<file path="config.mk">
export PLATFORM = sky130hd
export DESIGN_NAME = keypad_encoder
export DESIGN_NICKNAME = d
export VERILOG_FILES = /design/src/rtl/keypad_pkg.sv /design/src/rtl/clk_div_1hz.sv /design/src/rtl/keypad_encoder.sv
export SDC_FILE = /design/constraint.sdc
export NUM_CORES = 1
export LEC_CHECK = 0
export ABC_AREA = 1
export CORE_ASPECT_RATIO = 0.7
export CORE_MARGIN = 2
export CORE_UTILIZATION = 50
export DETAILED_ROUTE_END_ITERATION = 16
export PLACE_DENSITY = 0.76
export SYNTH_ARGS = -nofsm -noshare
export SYNTH_HDL_FRONTEND = slang
export SYNTH_SLANG_ARGS = --single-unit
export TNS_END_PERCENT = 20
</file>
<file path="constraint.sdc">
create_clock -name clk -period 1.25 [get_ports clk]
set_input_delay 0.25 -clock clk [delete_from_list [all_inputs] [get_ports clk]]
set_output_delay 0.25 -clock clk [all_outputs]
set_load 0.02 [all_outputs]
</file>
<file path="src/rtl/keypad_pkg.sv">
// rtl/keypad_pkg.sv - shared keypad constants and priority encoder helper
package keypad_pkg;

  localparam int NUM_KEYS = 10;
  localparam int BCD_W    = 4;

  // Highest set bit wins, so key 9 has top priority.
  function automatic logic [BCD_W-1:0] highest_key(input logic [NUM_KEYS-1:0] keys);
    logic [BCD_W-1:0] idx;
    idx = '0;
    for (int i = 0; i < NUM_KEYS; i++) begin
      if (keys[i]) idx = BCD_W'(i);
    end
    return idx;
  endfunction

endpackage

</file>
<file path="src/rtl/clk_div_1hz.sv">
// rtl/clk_div_1hz.sv - divides clk down to a 50% duty 1 Hz square wave
module clk_div_1hz #(
  parameter int CLK_HZ = 50
) (
  input  logic clk,
  input  logic rst,
  output logic pgt_1Hz
);

  localparam int HALF = CLK_HZ / 2;
  localparam int CW   = (HALF > 1) ? $clog2(HALF) : 1;
  localparam logic [CW-1:0] TERM = CW'(HALF - 1);

  logic [CW-1:0] count;

  always_ff @(posedge clk or posedge rst) begin
    if (rst) begin
      count   <= '0;
      pgt_1Hz <= 1'b0;
    end else if (count == TERM) begin
      count   <= '0;
      pgt_1Hz <= ~pgt_1Hz;
    end else begin
      count <= count + 1'b1;
    end
  end

endmodule

</file>
<file path="src/rtl/keypad_encoder.sv">
// rtl/keypad_encoder.sv - keypad to BCD encoder with load strobe; KEY_DEBOUNCE_EN adds debounce
module keypad_encoder
  import keypad_pkg::*;
#(
  parameter int CLK_HZ          = 50,
  parameter int DEBOUNCE_CYCLES = 3
) (
  input  logic                clk,
  input  logic                rst,
  input  logic [NUM_KEYS-1:0] keypad,
  input  logic                enablen,
  output logic [BCD_W-1:0]    D,
  output logic                loadn,
  output logic                pgt_1Hz
);

  if (DEBOUNCE_CYCLES < 1 || CLK_HZ < 2 || (CLK_HZ % 2) != 0) begin : g_bad_params
    $error("keypad_encoder: DEBOUNCE_CYCLES must be >= 1 and CLK_HZ even and >= 2");
  end

  logic [NUM_KEYS-1:0] sync1;
  logic [NUM_KEYS-1:0] sync2;
  logic                armed;
  logic [BCD_W-1:0]    code;
  logic                stable;
  logic                accept;

  assign code = highest_key(sync2);

`ifdef KEY_DEBOUNCE_EN
  localparam int DBW = $clog2(DEBOUNCE_CYCLES + 1);

  logic [NUM_KEYS-1:0] sync_prev;
  logic [DBW-1:0]      db_count;
  logic [DBW-1:0]      db_next;

  // db_next counts consecutive edges, including this one, with the same nonzero sync2.
  always_comb begin
    db_next = '0;
    if (sync2 != '0) begin
      if (sync2 != sync_prev)                         db_next = DBW'(1);
      else if (db_count != DBW'(DEBOUNCE_CYCLES))     db_next = db_count + 1'b1;
      else                                            db_next = db_count;
    end
  end

  assign stable = (db_next == DBW'(DEBOUNCE_CYCLES));

  always_ff @(posedge clk or posedge rst) begin
    if (rst) begin
      sync_prev <= '0;
      db_count  <= '0;
    end else begin
      sync_prev <= sync2;
      db_count  <= db_next;
    end
  end
`else
  assign stable = 1'b1;
`endif

  assign accept = (sync2 != '0) && armed && !enablen && stable;

  // A key seen while disabled disarms too, so it must be released before it can count.
  always_ff @(posedge clk or posedge rst) begin
    if (rst) begin
      sync1 <= '0;
      sync2 <= '0;
      armed <= 1'b1;
      D     <= '0;
      loadn <= 1'b1;
    end else begin
      sync1 <= keypad;
      sync2 <= sync1;
      loadn <= ~accept;
      if (accept) D <= code;
      if (sync2 == '0)             armed <= 1'b1;
      else if (accept || enablen)  armed <= 1'b0;
    end
  end

  clk_div_1hz #(
    .CLK_HZ(CLK_HZ)
  ) u_div (
    .clk    (clk),
    .rst    (rst),
    .pgt_1Hz(pgt_1Hz)
  );

endmodule

</file>
==> flow_summary.json, run 1 <==
{
  "status": "complete, no violations",
  "synth-xor-area-share_pct": 1.56,
  "maxSlewViolCount": 0,
  "critPathArrivalTime_ns": 0.97,
  "dr.pass1.iters": 4,
  "die_width_um": 60.7,
  "drc_errors": 0,
  "cts_tree": "built",
  "postCtsHoldBufs": 0,
  "design_area_um2": 1470,
  "total_power_mw": 1.95,
  "design.die.area_um2": 2650,
  "io_pins": 19,
  "ys_async_sr_fraction_pct": 100,
  "cts_root_buf": "clkbuf_4",
  "synth_top_area_share_pct": 66.8,
  "hold_class": "in2async",
  "netlist_top_cells_count": "30 x dfrtp_1, 17 x inv_1, 14 x nand2_1, 14 x nor2_1, 3 x nor3_1",
  "required_ns": 1.00,
  "rsz0062_at_grt": "yes",
  "fillCellCount": 176,
  "grt_pass1_wl_um": 2830,
  "clkTransAtPathRegs_ns": 0.09,
  "path_class": "reg2out",
  "grt_max_degree": 21,
  "synth-main-ff-cell": "dfrtp_1",
  "n_antenna_cell": 0,
  "timing.fmax_mhz": 819,
  "clkSinkCount": 32,
  "max_stage_delay_ns": 0.52,
  "final_core_util_pct": 68.7,
  "io_buffers": 18,
  "finalHoldViolCount": 0,
  "layout.nets": 145,
  "wirelength_um": 1660,
  "ys_warn_count": 0,
  "worstSetupEndpointType": "primary output",
  "maxCapViolCount": 0,
  "clock_skew_ns": 0.00394,
  "path_cells": "buf_4",
  "finalCriticalPeriod_ns": 1.22,
  "start_kind": "flop",
  "vias": 717,
  "synth_top_family_by_area": "simple AND/OR/NAND/NOR gates",
  "place_ws_ns": -0.0807,
  "wire_per_inst_um": 10.2,
  "htree_levels": 2,
  "synth_compound_area_share_pct": 3.23,
  "gr-total-overflow": 0,
  "yosysMostFrequentCell": "dfrtp_1",
  "dpl_cell_area_um2": 1380,
  "syn_area_per_cell_um2": 11.7,
  "netlist_area_um2": 1120,
  "viasPerCell": 4.40,
  "fin_crit_sh_pct": 97.7,
  "cp_num_buf_inv": 1,
  "setup_violations": 0,
  "crit_family": "flip-flops",
  "syn_nets": 111,
  "timing.hold.ws_ns": 0.235,
  "slowest_stage": "dfstp_2",
  "synth_area_leader_cell": "dfrtp_1",
  "synth_seq_cells": 32,
  "yosys-top-cells-area": "dfrtp_1 67%, inv_1 5.7%, dfstp_2 4.7%",
  "drive_gt1_share_pct": 26.7,
  "power.static_leakage_nw": 0.737,
  "syn_to_final_growth_pct": 30.6,
  "antenna_found_initial": 0,
  "initial_core_util_pct": 52.6,
  "yosysSeqAreaShare_pct": 71.5,
  "maxSlewHeadroom_pct": 82.0,
  "grtUsageTotal_pct": 15.5,
  "fp.coreArea_um2": 2140,
  "drtIter0Drc": 9,
  "path_max_fanout": 1,
  "powerDensity_nw_per_um2": 1330,
  "synth_edf_count": 0,
  "synth.distinct_cells": 17,
  "synth_cells": 96,
  "placementRows": 14,
  "clockBufferDepth": 2,
  "worst_pin_slew_ns": 0.270,
  "synthMuxAreaShare_pct": 0,
  "antenna_left": 0,
  "grt_pass1_vias": 666,
  "dpl.hpwl_um": 1240,
  "clk_latency_ns": 0.32,
  "finalWorstSetupSlack_ns": 0.0286,
  "numCtsBuffers": 5,
  "peakVddDrop_mv": 0.779,
  "globalplace.congestion": 0.775,
  "die_h_um": 43.7,
  "synth_adder_area_share_pct": 2.23,
  "synthSimpleGateAreaFrac_pct": 15.5
}
==> repair_timing <==
action                     CTS  global route
setup endpoints to repair    7            10
pin swaps                    1             6
buffers inserted             0             4
resized for setup           21             9
==> cell usage in the layout (no fill, tap or decap), types with 2 or more instances in the layout <==
cell,Yosys,layout
clkdlybuf4s50_1,0,12
dfstp_2,2,2
o21ai_1,1,2
clkbuf_4,0,5
buf_4,0,10
nand2_1,14,14
nor2_1,14,11
nand3_2,2,2
dfrtp_1,30,30
inv_2,1,2
nor3_1,3,3
xor2_1,2,2
inv_1,17,16
a21oi_1,2,2
buf_2,0,5
nor2_2,2,5
ha_1,2,2
==> state kept, by name, summed over array words and instances (netlist names) <==
signal and flops:
sync1 10, u_div.pgt_1Hz 1, u_div.count 5, loadn 1, armed 1, sync2 10
D 4
==> metal layers <==
layer	GRT usage [%]	up-vias	part of all wire, %
li1	-	356	-
met1	19.5	336	43
met2	23.4	18	49
met3	6.27	7	5.8
met4	7.83	0	2.3
met5	0	-	0
==> final cells by class <==
cell class | count | area [um^2] | share of cell area, %
sequential | 32 | 803 | 54.7
tap | 32 | 40.0 | 2.73
multi-input combinational | 46 | 260 | 17.7
timing repair buffer | 27 | 220 | 15.0
inverter | 18 | 67.6 | 4.60
clock buffer | 6 | 41.3 | 2.81
clock inverter | 2 | 35.0 | 2.39
==> cell families after synthesis <==
family,after synthesis
xor+xnor,2
buf+inv,18
simple gates,37
flops,32
fa+ha+maj,2
compound gates,5
==> report_power, final <==
part	switching (mW)	internal [mW]	total [mW]
Sequential	0.0192	1.07	1.09
Clock	0.321	0.419	0.740
Combinational	0.0543	0.0583	0.113
==> through the flow <==
stage / TNS [ns] / cells
after floorplan: 0 / 96
after global placement: -0.0895 / 151
after detailed placement: -0.138 / 151
after CTS: 0 / 159
after global routing: -0.389 / 163
final: 0 / 163
==> path summary, 6_finish.rpt <==
kind / startpoint / endpoint / slack (ns) / cells past startpoint
setup / recovery: loadn / loadn / 0.03 / 1
hold / removal: rst / u_div.pgt_1Hz / 0.23 / 3
setup reg to reg: u_div.count[1] / u_div.count[2] / 0.03 / 6
hold reg to reg: sync1[1] / sync2[1] / 0.35 / 0
max in group asynchronous: rst / armed / 0.78 / 3
min in group clk: sync1[1] / sync2[1] / 0.35 / 0
Power figures use the tool's default switching activity.
==> run 2, diff against run 1 <==
Settings changed: CORE_UTILIZATION 50 to 30, PLACE_DENSITY 0.76 to unset.
==> flow_summary.json, run 2 (synthesized netlist as in run 1, its figures left out) <==
{
  "status": "complete, no violations",
  "die_width_um": 77.1,
  "drtIter0Drc": 10,
  "multi_input_area_um2": 265,
  "clkTransAtPathRegs_ns": 0.06,
  "clk_latency_ns": 0.27,
  "syn_to_final_growth_pct": 38.5,
  "drc_errors": 0,
  "timing.fmax_mhz": 820,
  "postCtsHoldBufs": 0,
  "globalplace.congestion": 0.724,
  "clkSinkCount": 32,
  "design.die.area_um2": 4260,
  "grt_pass1_wl_um": 2930,
  "die_h_um": 55.2,
  "viasPerCell": 3.86,
  "n_antenna_cell": 0,
  "cp_num_buf_inv": 1,
  "maxSlewHeadroom_pct": 85.5,
  "path_class": "reg2out",
  "maxCapViolCount": 0,
  "regArea_um2": 803,
  "setup_violations": 0,
  "fp.coreArea_um2": 3560,
  "critPathArrivalTime_ns": 0.97,
  "grt_pass1_vias": 693,
  "powerDensity_nw_per_um2": 1380,
  "final_common_cell": "dfrtp_1",
  "dp.cells": 168,
  "most-common-layout-cells": "30 x dfrtp_1, 17 x inv_1, 13 x nand2_1",
  "path_max_fanout": 2,
  "gr-total-overflow": 0,
  "antenna_left": 0,
  "slowest_stage": "dfrtp_1",
  "cts_root_buf": "clkbuf_8",
  "initial_core_util_pct": 31.6,
  "total_power_mw": 2.15,
  "htree_levels": 2,
  "clockBufferDepth": 2,
  "finalHoldViolCount": 0,
  "wire_per_inst_um": 9.14,
  "placementRows": 18,
  "final_core_util_pct": 43.7,
  "worst_pin_slew_ns": 0.219,
  "rsz0062_at_grt": "yes",
  "fin_cells": 180,
  "io_pins": 19,
  "drive_gt1_share_pct": 23.1,
  "wirelength_um": 1650,
  "vias": 695,
  "finalCriticalPeriod_ns": 1.22,
  "top_regs": "sync1: 10 flops, sync2: 10 flops, u_div.count: 5 flops",
  "start_kind": "flop",
  "cts_tree": "built",
  "path_cells": "dlygate4sd2_1",
  "numCtsBuffers": 5,
  "layout.nets": 144,
  "dpl.hpwl_um": 1200,
  "required_ns": 1.00,
  "dr.pass1.iters": 2,
  "clock_skew_ns": 0.00446,
  "antenna_found_initial": 0,
  "io_buffers": 18,
  "power.static_leakage_nw": 0.756,
  "worstSetupEndpointType": "primary output",
  "grt_max_degree": 33,
  "crit_family": "flip-flops",
  "fillCellCount": 350,
  "hold_class": "in2async",
  "max_stage_delay_ns": 0.37,
  "maxSlewViolCount": 0,
  "fin_crit_sh_pct": 97.5,
  "grtUsageTotal_pct": 9.27,
  "peakVddDrop_mv": 0.701
}
run 2: cell types whose count changed in the layout (fill, tap and decap cells not counted), moves of 4 or more:
cell / previous run / this run
buf_2: 5 / 1
clkbuf_4: 5 / 0
buf_4: 10 / 6
clkbuf_8: 0 / 5
clkdlybuf4s15_1: 0 / 4
run 2: what timing repair did:
item / CTS / global route
setup endpoints to repair: 6 / 9
pin swaps: 0 / 7
setup buffers: 0 / 4
gates resized for setup: 9 / 11
run 2: final timing paths:
path                               start            end  slack [ns]  depth (start not counted)
worst max-delay path                D[1]           D[1]        0.03                          1
worst min-delay path                 rst  u_div.pgt_1Hz        0.30                          3
worst max register to register  sync2[9]           D[3]        0.05                          6
worst min register to register  sync1[0]       sync2[0]        0.35                          0
max in group asynchronous            rst          loadn        0.71                          3
min in group clk                sync1[0]       sync2[0]        0.35                          0
run 2: tightest hold or removal path: stages:
cell and delay (ns):
clkdlybuf4s50_1 0.39, inv_1 0.09, buf_12 0.20
run 2: final cells by class:
type | count | area share (%)
Clock buffer | 6 | 4.66
Clock inverter | 2 | 2.25
Inverter | 18 | 4.34
Multi-Input combinational cell | 46 | 17.0
Sequential cell | 32 | 51.6
Tap cell | 50 | 4.02
Timing Repair Buffer | 26 | 16.1
run 2: where the power goes:
group / switching, mW / internal [mW] / leakage (nW)
Combinational: 0.0545 / 0.0646 / 0.326
Clock: 0.347 / 0.590 / 0.0552
Sequential: 0.0189 / 1.08 / 0.375
Total: 0.421 / 1.73 / 0.756
run 2: per-layer routing:
layer | global-route usage (%) | wire, um | vias up
met5 | 0 | 0 | -
met4 | 7.65 | 53 | 0
met3 | 3.43 | 100 | 6
met2 | 12.9 | 742 | 18
met1 | 11.4 | 748 | 319
li1 | - | - | 352
run 2: stage by stage:
| stage | setup WS, ns | TNS, ns | hold WS, ns | cell area [um^2] |
|---|---|---|---|---|
| final | 0.0307 | 0 | 0.303 | 1560 |
| after global routing | -0.0600 | -0.266 | 0.338 | 1560 |
| after CTS | 0.00132 | 0 | 0.309 | 1510 |
| after detailed placement | -0.0847 | -0.194 | 0.336 | 1410 |
| after global placement | -0.0817 | -0.125 | 0.334 | 1410 |
| after floorplan | 0.102 | 0 | 0.281 | 1120 |
